### config.mk
export PLATFORM = sky130hd
export DESIGN_NAME = i2s_rx_frontend
export DESIGN_NICKNAME = d
export VERILOG_FILES = /design/src/rtl/i2s_rx_frontend.sv
export SDC_FILE = /design/constraint.sdc
export NUM_CORES = 1
export LEC_CHECK = 0
export ABC_AREA = 1
export ABC_CLOCK_PERIOD_IN_PS = 10540
export CAP_MARGIN = 20
export CORE_MARGIN = 2
export CORE_UTILIZATION = 35
export DETAILED_ROUTE_END_ITERATION = 10
export GPL_ROUTABILITY_DRIVEN = 0
export PLACE_DENSITY = 0.6
export SLEW_MARGIN = 5
export SYNTH_ARGS = -nofsm -noshare
export SYNTH_HDL_FRONTEND = slang
export SYNTH_SLANG_ARGS = --single-unit
### constraint.sdc
create_clock -name m_clk -period 10.54 [get_ports m_clk]
set_clock_uncertainty 0.05 [all_clocks]
set_input_delay 1.581 -clock m_clk [delete_from_list [all_inputs] [get_ports m_clk]]
set_output_delay 1.581 -clock m_clk [all_outputs]
set_load 0.1 [all_outputs]
### src/rtl/i2s_rx_frontend.sv
// Slave-mode Philips I2S receiver: oversampled in m_clk, 32-bit slots, MSB-aligned OUT_W output.
// Define I2S_RX_ERRCHK_EN to enable slot-length checking and the sticky frame_err flag.
module i2s_rx_frontend #(
   parameter int OUT_W       = 24,
   parameter int SYNC_STAGES = 2
) (
   input  logic             m_clk,
   input  logic             rst,
   input  logic             i2s_sck,
   input  logic             i2s_lrclk,
   input  logic             i2s_sdin,
   output logic [OUT_W-1:0] left_data,
   output logic [OUT_W-1:0] right_data,
   output logic             data_valid,
   output logic             locked,
   output logic             frame_err
);

   typedef enum logic [1:0] {IDLE, LEFT, RIGHT} state_t;

   logic [SYNC_STAGES-1:0] sck_sync, lr_sync, sd_sync;
   logic        sck_hist, sck_rise;
   logic        rise_q, lr_q, sd_q;
   logic        lr_prev;
   logic [5:0]  cnt;
   logic [31:0] shreg, hold, closed;
   logic        lr_edge, latch_left, emit, frame_bad;
   state_t      state_q, state_d;

   assign sck_rise = sck_sync[SYNC_STAGES-1] & ~sck_hist;

   // lrclk/sdin are captured from the same synchroniser depth as sck
   always_ff @(posedge m_clk or posedge rst) begin
      if (rst) begin
         sck_sync <= '0;
         lr_sync  <= '0;
         sd_sync  <= '0;
         sck_hist <= 1'b0;
         rise_q   <= 1'b0;
         lr_q     <= 1'b0;
         sd_q     <= 1'b0;
      end else begin
         sck_sync <= {sck_sync[SYNC_STAGES-2:0], i2s_sck};
         lr_sync  <= {lr_sync[SYNC_STAGES-2:0], i2s_lrclk};
         sd_sync  <= {sd_sync[SYNC_STAGES-2:0], i2s_sdin};
         sck_hist <= sck_sync[SYNC_STAGES-1];
         rise_q   <= sck_rise;
         lr_q     <= lr_sync[SYNC_STAGES-1];
         sd_q     <= sd_sync[SYNC_STAGES-1];
      end
   end

   assign lr_edge = rise_q & (lr_q != lr_prev);

   // Slot word with the current bit inserted; also the closed word on an lr edge
   always_comb begin
      closed = shreg;
      if (!cnt[5])
         closed[5'd31 - cnt[4:0]] = sd_q;
   end

`ifdef I2S_RX_ERRCHK_EN
   logic bad_now, bad_q;
   assign bad_now   = lr_edge && (state_q != IDLE) && (cnt != 6'd31);
   assign frame_bad = bad_q | bad_now;
`else
   assign frame_bad = 1'b0;
`endif

   always_comb begin
      state_d    = state_q;
      latch_left = 1'b0;
      emit       = 1'b0;
      case (state_q)
         IDLE:  if (lr_edge && lr_prev) state_d = LEFT;
         LEFT:  if (lr_edge) begin
                   latch_left = 1'b1;
                   state_d    = RIGHT;
                end
         RIGHT: if (lr_edge) begin
                   emit    = ~frame_bad;
                   state_d = LEFT;
                end
         default: state_d = IDLE;
      endcase
   end

   always_ff @(posedge m_clk or posedge rst) begin
      if (rst) state_q <= IDLE;
      else     state_q <= state_d;
   end

   always_ff @(posedge m_clk or posedge rst) begin
      if (rst) begin
         lr_prev    <= 1'b0;
         cnt        <= '0;
         shreg      <= '0;
         hold       <= '0;
         left_data  <= '0;
         right_data <= '0;
         data_valid <= 1'b0;
         locked     <= 1'b0;
      end else begin
         data_valid <= emit;
         if (rise_q) begin
            lr_prev <= lr_q;
            if (lr_edge) begin
               cnt   <= '0;
               shreg <= '0;
            end else if (!cnt[5]) begin
               shreg <= closed;
               cnt   <= cnt + 6'd1;
            end
         end
         if (latch_left) hold <= closed;
         if (emit) begin
            left_data  <= hold[31 -: OUT_W];
            right_data <= closed[31 -: OUT_W];
            locked     <= 1'b1;
         end
      end
   end

`ifdef I2S_RX_ERRCHK_EN
   // Bad-frame marker lives until the right slot closes; frame_err is sticky
   always_ff @(posedge m_clk or posedge rst) begin
      if (rst) begin
         bad_q     <= 1'b0;
         frame_err <= 1'b0;
      end else begin
         if (lr_edge && state_q == RIGHT) bad_q <= 1'b0;
         else if (bad_now)                bad_q <= 1'b1;
         if (bad_now) frame_err <= 1'b1;
      end
   end
`else
   assign frame_err = 1'b0;
`endif

endmodule

==> run summary, run 1 <==
Across the VDD grid, the largest voltage drop is 98.8 µV. The number of clock sinks seen by CTS is 117. The register area is about 0.003 mm². The final period demand of the worst path came out at 3550 ps. The first detailed-routing pass took 4 iterations. For this design the ratio of total power to cell area is 210 mW/mm².

The maximum buffer depth of the clock tree came out at 2. The cell count after synthesis came out at about 600. The length in cells of the worst reg-to-reg path came out at 6. The count of instances resized after the clock tree is built is 0. The largest individual stage delay along the critical path comes from the cell sky130_fd_sc_hd__clkdlybuf4s50_1. Of the post-synthesis cell area, the part taken by muxes is 0. The number of global-route vias before repair is 4023.

For this design the total switching power over the nets is between 0.3 and 0.4 mW. The kind of start point of the critical path is a flop. The sum of routed wire length over all layers is roughly 12000 µm. Across all register-to-register paths, the minimum setup slack is around 7500 ps. The post-synthesis cell area is 0.00512 mm². Of the total synthesized cell area, the portion taken by full adders, half adders and majority gates is 0.0147. The wire length of the first global-routing pass came out at 19800 µm. The residual antenna-violating net count after detailed routing came out at 0.

The final-report hold violation count came out at 0. The H-tree depth reported by CTS is 4. The worst path arrival time came out at 1920 ps.

The worst register-to-register path begins at lr_q$_DFF_PP0_. Yosys attributes the largest share of cell area to sky130_fd_sc_hd__dfrtp_1 (57%), sky130_fd_sc_hd__nand2_1 (18%), sky130_fd_sc_hd__nand3_1 (11%), sky130_fd_sc_hd__inv_1 (2.6%), sky130_fd_sc_hd__buf_2 (1.8%). The run finished with clean final reports. The final sum of negative setup slack came out at 0 ps. The pin count of the biggest net entering global routing is between 60 and 70. The post-CTS repair timing setup buffer count is 0. Relative to the synthesized area, the layout overhead comes to 25.1%. The post-synthesis share of cell area spent on xor and xnor gates is 0.00171.

The finished cells cover 0.00641 mm². Synthesis inferred 117 register bits. The total number of yosys warnings came out at 0. The instance area at placement is between 0.005 and 0.006 mm².

The total half-perimeter wirelength after legalization and detailed placement came out at between 7000 and 8000 µm. The critical path in this run is classified as flop to output pin. Setup repair after global routing left no endpoint under its margin. The site row count came out at 44. The leakage power total came out at ~3.3 nW. The worst min-delay path category is flop to flop. Setup violations remaining at the end of the flow were counted as 0. The endpoint identified for the worst register-to-register timing path is hold[19]$_DFFE_PP0P_. The proportion of layout cells with a drive suffix above 1 came out at 0.0645. The fraction of the mapped netlist area in compound gates is 0.0259. The number of port buffers is between 50 and 60. 56 I/O pins were placed.

The number of maximum-capacitance constraint violations is 0. The net switching share of the total power is 0.289. In the final design database the tool counted 666 nets. The power share of the sequential group is 0.372. The most common library cell in the layout ignoring fill and taps is sky130_fd_sc_hd__nand2_1. The floorplan core area is 0.0144 mm². The initial antenna violation count is 0. The internal power contribution came out at 0.956 mW. The worst hold path terminates at lr_q$_DFF_PP0_.

The clock reaches the later pin of the worst-skew pair after 410 ps. In this run, post-CTS hold repair placed 0 buffers. Of all cell types, the one taking the most synthesized area is sky130_fd_sc_hd__dfrtp_1.

Leaving out fill and tap cells, the most frequent cells in the layout are sky130_fd_sc_hd__nand2_1 (242), sky130_fd_sc_hd__dfrtp_1 (117), sky130_fd_sc_hd__nand3_1 (115). After clock tree synthesis, the clock-pin slew on the worst setup and hold paths is 50 ps. The number of buffers and inverters on the critical path is 1. The clock root buffer is sky130_fd_sc_hd__clkbuf_16. The share of the Yosys chip area taken by registers is 0.572.

After synthesis, the largest family of logic cells by area is simple AND/OR/NAND/NOR gates. The area of the die came out at about 0.016 mm². The critical path goes through clkdlybuf4s50_1. In this run, CTS created clock tree buffers numbering 17. Along the worst path, the maximum fanout reaches 2.

The die outline width came out at about 120 µm. The share of total power dissipated in combinational logic is 0.165. The detailed-route DRC error count came out at 0. The fraction of the cycle the final worst path needs came out at 0.337.

The required time reported for the critical path endpoint came out at between 8000 and 9000 ps. The startpoint identified for the worst hold timing path is lr_sync[1]$_DFF_PP0_. The number of max-slew violations in the final report is 0.

From bottom edge to top edge, the die measures between 100 and 150 µm. In the final routed layout, each cell accounts on average for 13.8 µm. The DRC violation total after the first TritonRoute iteration came out at about 420. The number of antenna diodes in the final layout is 0. STA classifies the critical path endpoint as an output pin. The worst slew margin relative to its limit is 0.344. The clock tree from TritonCTS is done. The count of vias placed by the detailed router is between 4000 and 5000. The number of cells on the worst hold path is 0. The final design utilization is 0.444. The post-synthesis share of cell area spent on and, or, nand and nor gates came out at 0.328. The number of filler instances in the final layout came out at 1357. The measured slew at the worst slew-check pin is around 980 ps. The maximum clock frequency is 282 MHz. The largest stage delay on the critical path is around 1100 ps. The top-area cell type share of the netlist area came out at 0.572. The total grt overflow is 0. The via-per-instance ratio came out at about 4.9. The post-synthesis net count is around 620. The unique cell type count in the Yosys netlist came out at 25. The global-route usage over all layers came out at 0.159. Summing all multi-input logic gate instances after layout gives approximately 0.0019 mm².

Dividing the synthesized area by the synthesized cell count gives between 8 and 9 µm². The clock share of power is 0.463. Grouping stages by cell kind, the critical path spends the most delay in buffers and inverters. The initial utilization of the core area, before any placement, comes to 0.355.

The most critical setup path has its startpoint at right_data[15]$_DFFE_PP0P_.
[Yosys cell counts]
cell type,n
sky130_fd_sc_hd__inv_1,36
sky130_fd_sc_hd__buf_6,1
sky130_fd_sc_hd__buf_2,18
sky130_fd_sc_hd__o21ai_0,7
sky130_fd_sc_hd__nand4_1,9
sky130_fd_sc_hd__nand3_1,115
sky130_fd_sc_hd__nor2_2,3
sky130_fd_sc_hd__xor2_1,1
sky130_fd_sc_hd__nor2_4,1
sky130_fd_sc_hd__conb_1,1
sky130_fd_sc_hd__o21bai_1,8
sky130_fd_sc_hd__nand2_2,2
sky130_fd_sc_hd__or2_2,1
sky130_fd_sc_hd__nor2_1,22
sky130_fd_sc_hd__inv_2,2
sky130_fd_sc_hd__buf_4,3
sky130_fd_sc_hd__nand3_2,1
sky130_fd_sc_hd__clkbuf_1,6
sky130_fd_sc_hd__a31oi_1,1
sky130_fd_sc_hd__ha_1,6
sky130_fd_sc_hd__nand2_1,242
sky130_fd_sc_hd__a21oi_4,1
sky130_fd_sc_hd__clkinv_1,1
sky130_fd_sc_hd__a21oi_1,3
sky130_fd_sc_hd__dfrtp_1,117
[registers in the layout, summed over array words and instances (netlist names), 2 cells and up]
name	cells
left_data	24
sd_sync	2
sck_sync	2
cnt	6
hold	24
state_q	2
lr_sync	2
shreg	24
right_data	24
[area by class of cell]
type                            count  share of cell area
Clock buffer                       21              0.0719
Clock inverter                     10              0.0277
Inverter                           39              0.0232
Multi-Input combinational cell    424               0.298
Sequential cell                   117               0.457
Tap cell                          184              0.0359
Timing Repair Buffer               56              0.0867
[cells by family after synthesis]
| family | after synthesis |
|---|---|
| fa+ha+maj | 6 |
| other cells | 1 |
| flops | 117 |
| simple gates | 396 |
| compound gates | 20 |
| buf+inv | 67 |
| xor+xnor | 1 |
[metal layers]
layer  share of wire  wire length [µm]  track usage  vias up
li1                -                 -            -     2047
met2            0.49              5710        0.250       87
met4           0.018               212       0.0621        0
met1            0.45              5330        0.207     2043
met5               0                 0            0        -
met3           0.043               509       0.0501       20
[how the worst max path moves through the flow]
stage | end | slack, ps | cells after the start
after floorplan | cnt[0]$_DFFE_PP0P_ | 5810 | 1
after global placement | right_data[0]$_DFFE_PP0P_ | 7070 | 3
after detailed placement | right_data[0]$_DFFE_PP0P_ | 7030 | 3
after CTS | right_data[16] | 6980 | 1
after global routing | right_data[23] | 6950 | 1
final | right_data[15] | 6990 | 1
[metrics by stage]
step	hold slack (ps)	total power [mW]	cells	worst slack (ps)
6_report	299	1.34	851	6990
5_1_grt	305	1.41	851	6950
4_1_cts	301	1.36	851	6980
3_5_place_dp	289	0.731	820	7030
3_3_place_gp	284	0.725	820	7070
2_1_floorplan	281	0.675	608	5810
[power by group through the flow]
stage / combinational [mW] / clock [mW] / sequential [mW]
after CTS: 0.224 / 0.633 / 0.500
final: 0.221 / 0.623 / 0.500
after floorplan: 0.101 / 0 / 0.574
after global placement: 0.220 / 0 / 0.505
after detailed placement: 0.223 / 0 / 0.508
after global routing: 0.243 / 0.658 / 0.504
No activity file was read; power rests on OpenSTA's default activity.
==> inputs of run 2 (changes only) <==
ABC_CLOCK_PERIOD_IN_PS = 3100   (was 10540)
PLACE_DENSITY = 0.62   (was 0.6)
clock period = 3.1 ns   (was 10.54 ns; I/O delays follow)
==> run 2 against run 1 <==
Effect of this change: die area did not move; critical path depth rose by 4; sequential share of layout area rose by 0.70 points; design area fell by 1.5%; non-clock buffer count rose by 3; power rose to 3.4 times the previous value; routed wire length rose by 1.3%; clock-buffer cell count did not move.
==> run summary, run 2 (synthesized netlist as in run 1, its figures left out) <==
The sum of routed wire length over all layers came out at about 12000 µm. The die covers about 0.016 mm². TritonCTS built the clock tree. The maximum ir drop on the vdd rail is between 400 and 500 µV.

The number of port buffers is 54. The starting density of the core came out at 0.355. In the routed design, unresolved DRC markers number 0. The signed area change from the synthesized netlist to the final layout came out at 23.2%.

Clock-pin slew was measured on the worst setup and hold paths at about 50 ps. The number of endpoints failing setup at the final stage is 0. After layout, the minimum clock period comes to between 2000 and 2500 ps. The flow ran to the end, and the final reports show no timing, DRC or antenna violations. The repair_antennas step left the layout with diodes totalling 0. Setup repair after global routing left no endpoint under its margin. The floorplan core area came out at between 0.01 and 0.015 mm². Dividing the detail-routed via count by the number of cells gives roughly 5. The die extent in y is between 100 and 150 µm. The tree is rooted in a sky130_fd_sc_hd__clkbuf_16. The number of nets in the finished design is about 670. The count of vias placed by the detailed router came out at ~4200. The number of clock sinks seen by CTS came out at 117. The initial antenna violation count is 0. The kind of start point of the critical path is a flop.

In this run the number of H-tree levels came out at 4. The final-report hold violation count was 0. The residual antenna-violating net count after detailed routing came out at 0. After clock tree synthesis, the flow added hold-fix buffers numbering 0. The number of max-slew violations in the final report came out at 0. The number of global-route vias before repair is 4051. The final sum of negative setup slack came out at 0 ps. The biggest fanout along the worst timing path came out at 28. The number of cells on the worst reg-to-reg path is 5.

The total power divided by cell area is 718 mW/mm². The wire length of the first global-routing pass came out at 19700 µm. The maximum clock frequency is roughly 460 MHz. The number of buffers created by CTS came out at 17. The worst slew margin relative to its limit came out at 0.448. The total grt overflow is 0. The worst setup path is captured at a flop. The number of top-level design ports is 56.

The leakage power total came out at ~3.4 nW. The mean routed wirelength per cell is 14.0 µm. The global-route usage over all layers came out at 0.159. The number of cells on the worst hold path is 0. The post-CTS repair timing setup buffer count came out at 0.

Entering global routing, the biggest net connects 63 pins. The critical path in this run is classified as flop to flop. The measured slew at the worst slew-check pin came out at between 800 and 900 ps. The proportion of layout cells with a drive suffix above 1 came out at 0.145. The total iterations of the first detailed-routing run is 5.

The final hold slack is 295 ps. The most common library cell in the layout ignoring fill and taps is sky130_fd_sc_hd__nand2_1. The library cells used most frequently in the layout, excluding fill and tap cells, are sky130_fd_sc_hd__nand2_1 (242), sky130_fd_sc_hd__dfrtp_1 (117), sky130_fd_sc_hd__nand3_1 (115). The site row count came out at 44. The fraction of the cycle the final worst path needs is 0.699.

The maximum buffer depth of the clock tree came out at 2. Data on the critical path is required at its endpoint by 3380 ps. The clock insertion delay at the later pin of the skew report came out at between 400 and 500 ps. The number of maximum-capacitance constraint violations came out at 0. The DRC violation total after the first TritonRoute iteration is approximately 330. The die outline width came out at roughly 120 µm. The count of instances resized after the clock tree is built is 0. The worst min-delay path category is flop to flop. The worst path arrival time is 2440 ps. The total half-perimeter wirelength after legalization and detailed placement is between 7000 and 8000 µm.
==> run 2: critical path, cell delays in order, from the launching register on <==
cell                      delay (ps)
sky130_fd_sc_hd__dfrtp_1         430
sky130_fd_sc_hd__inv_2           150
sky130_fd_sc_hd__nand2_2         350
sky130_fd_sc_hd__a21oi_4         770
sky130_fd_sc_hd__o21ai_0         180
sky130_fd_sc_hd__o21ai_0         120
==> run 2: layout make-up <==
| class | instances | area [µm²] |
|---|---|---|
| clock buffer | 21 | 480 |
| clock inverter | 9 | 150 |
| fill | 1387 | 8110 |
| inverter | 39 | 150 |
| multi-input combinational | 424 | 1910 |
| sequential | 117 | 2930 |
| tap | 184 | 230 |
| timing repair buffer | 59 | 465 |
==> run 2: layer usage <==
metal / vias to the layer above / routed length [µm] / global-route usage
met5: - / 0 / 0
met4: 0 / 222 / 0.0667
met3: 21 / 617 / 0.0466
met2: 113 / 5690 / 0.252
met1: 1990 / 5370 / 0.206
li1: 2047 / - / -
==> run 2: power breakdown <==
part,total [mW],switching (mW),internal [mW],leakage (nW)
sequential,1.70,0.0715,1.63,1.60
combinational,0.756,0.597,0.160,1.51
clock,2.07,0.661,1.41,0.307
total,4.53,1.33,3.20,3.41
==> run 2: final timing paths <==
check / end / slack, ps / start
max: cnt[2]$_DFFE_PP0P_ / 930 / cnt[5]$_DFFE_PP0P_
min: sd_sync[1]$_DFF_PP0_ / 300 / sd_sync[0]$_DFF_PP0_
max reg2reg: cnt[2]$_DFFE_PP0P_ / 930 / cnt[5]$_DFFE_PP0P_
min reg2reg: sd_sync[1]$_DFF_PP0_ / 300 / sd_sync[0]$_DFF_PP0_
max in group asynchronous: left_data[5]$_DFFE_PP0P_ / 1800 / rst
min in group asynchronous: left_data[15]$_DFFE_PP0P_ / 360 / rst
==> run 2: per-stage QoR <==
step           utilization  worst slack, ps  cells  cell area [µm²]  power, mW
5_1_grt              0.438              751    853             6310       4.72
4_1_cts              0.438              964    853             6310       4.57
6_report             0.438              934    853             6310       4.53
3_5_place_dp         0.394              969    823             5680       2.48
2_1_floorplan            -             1160    608             5130       2.30
3_3_place_gp         0.394             1030    823             5680       2.46
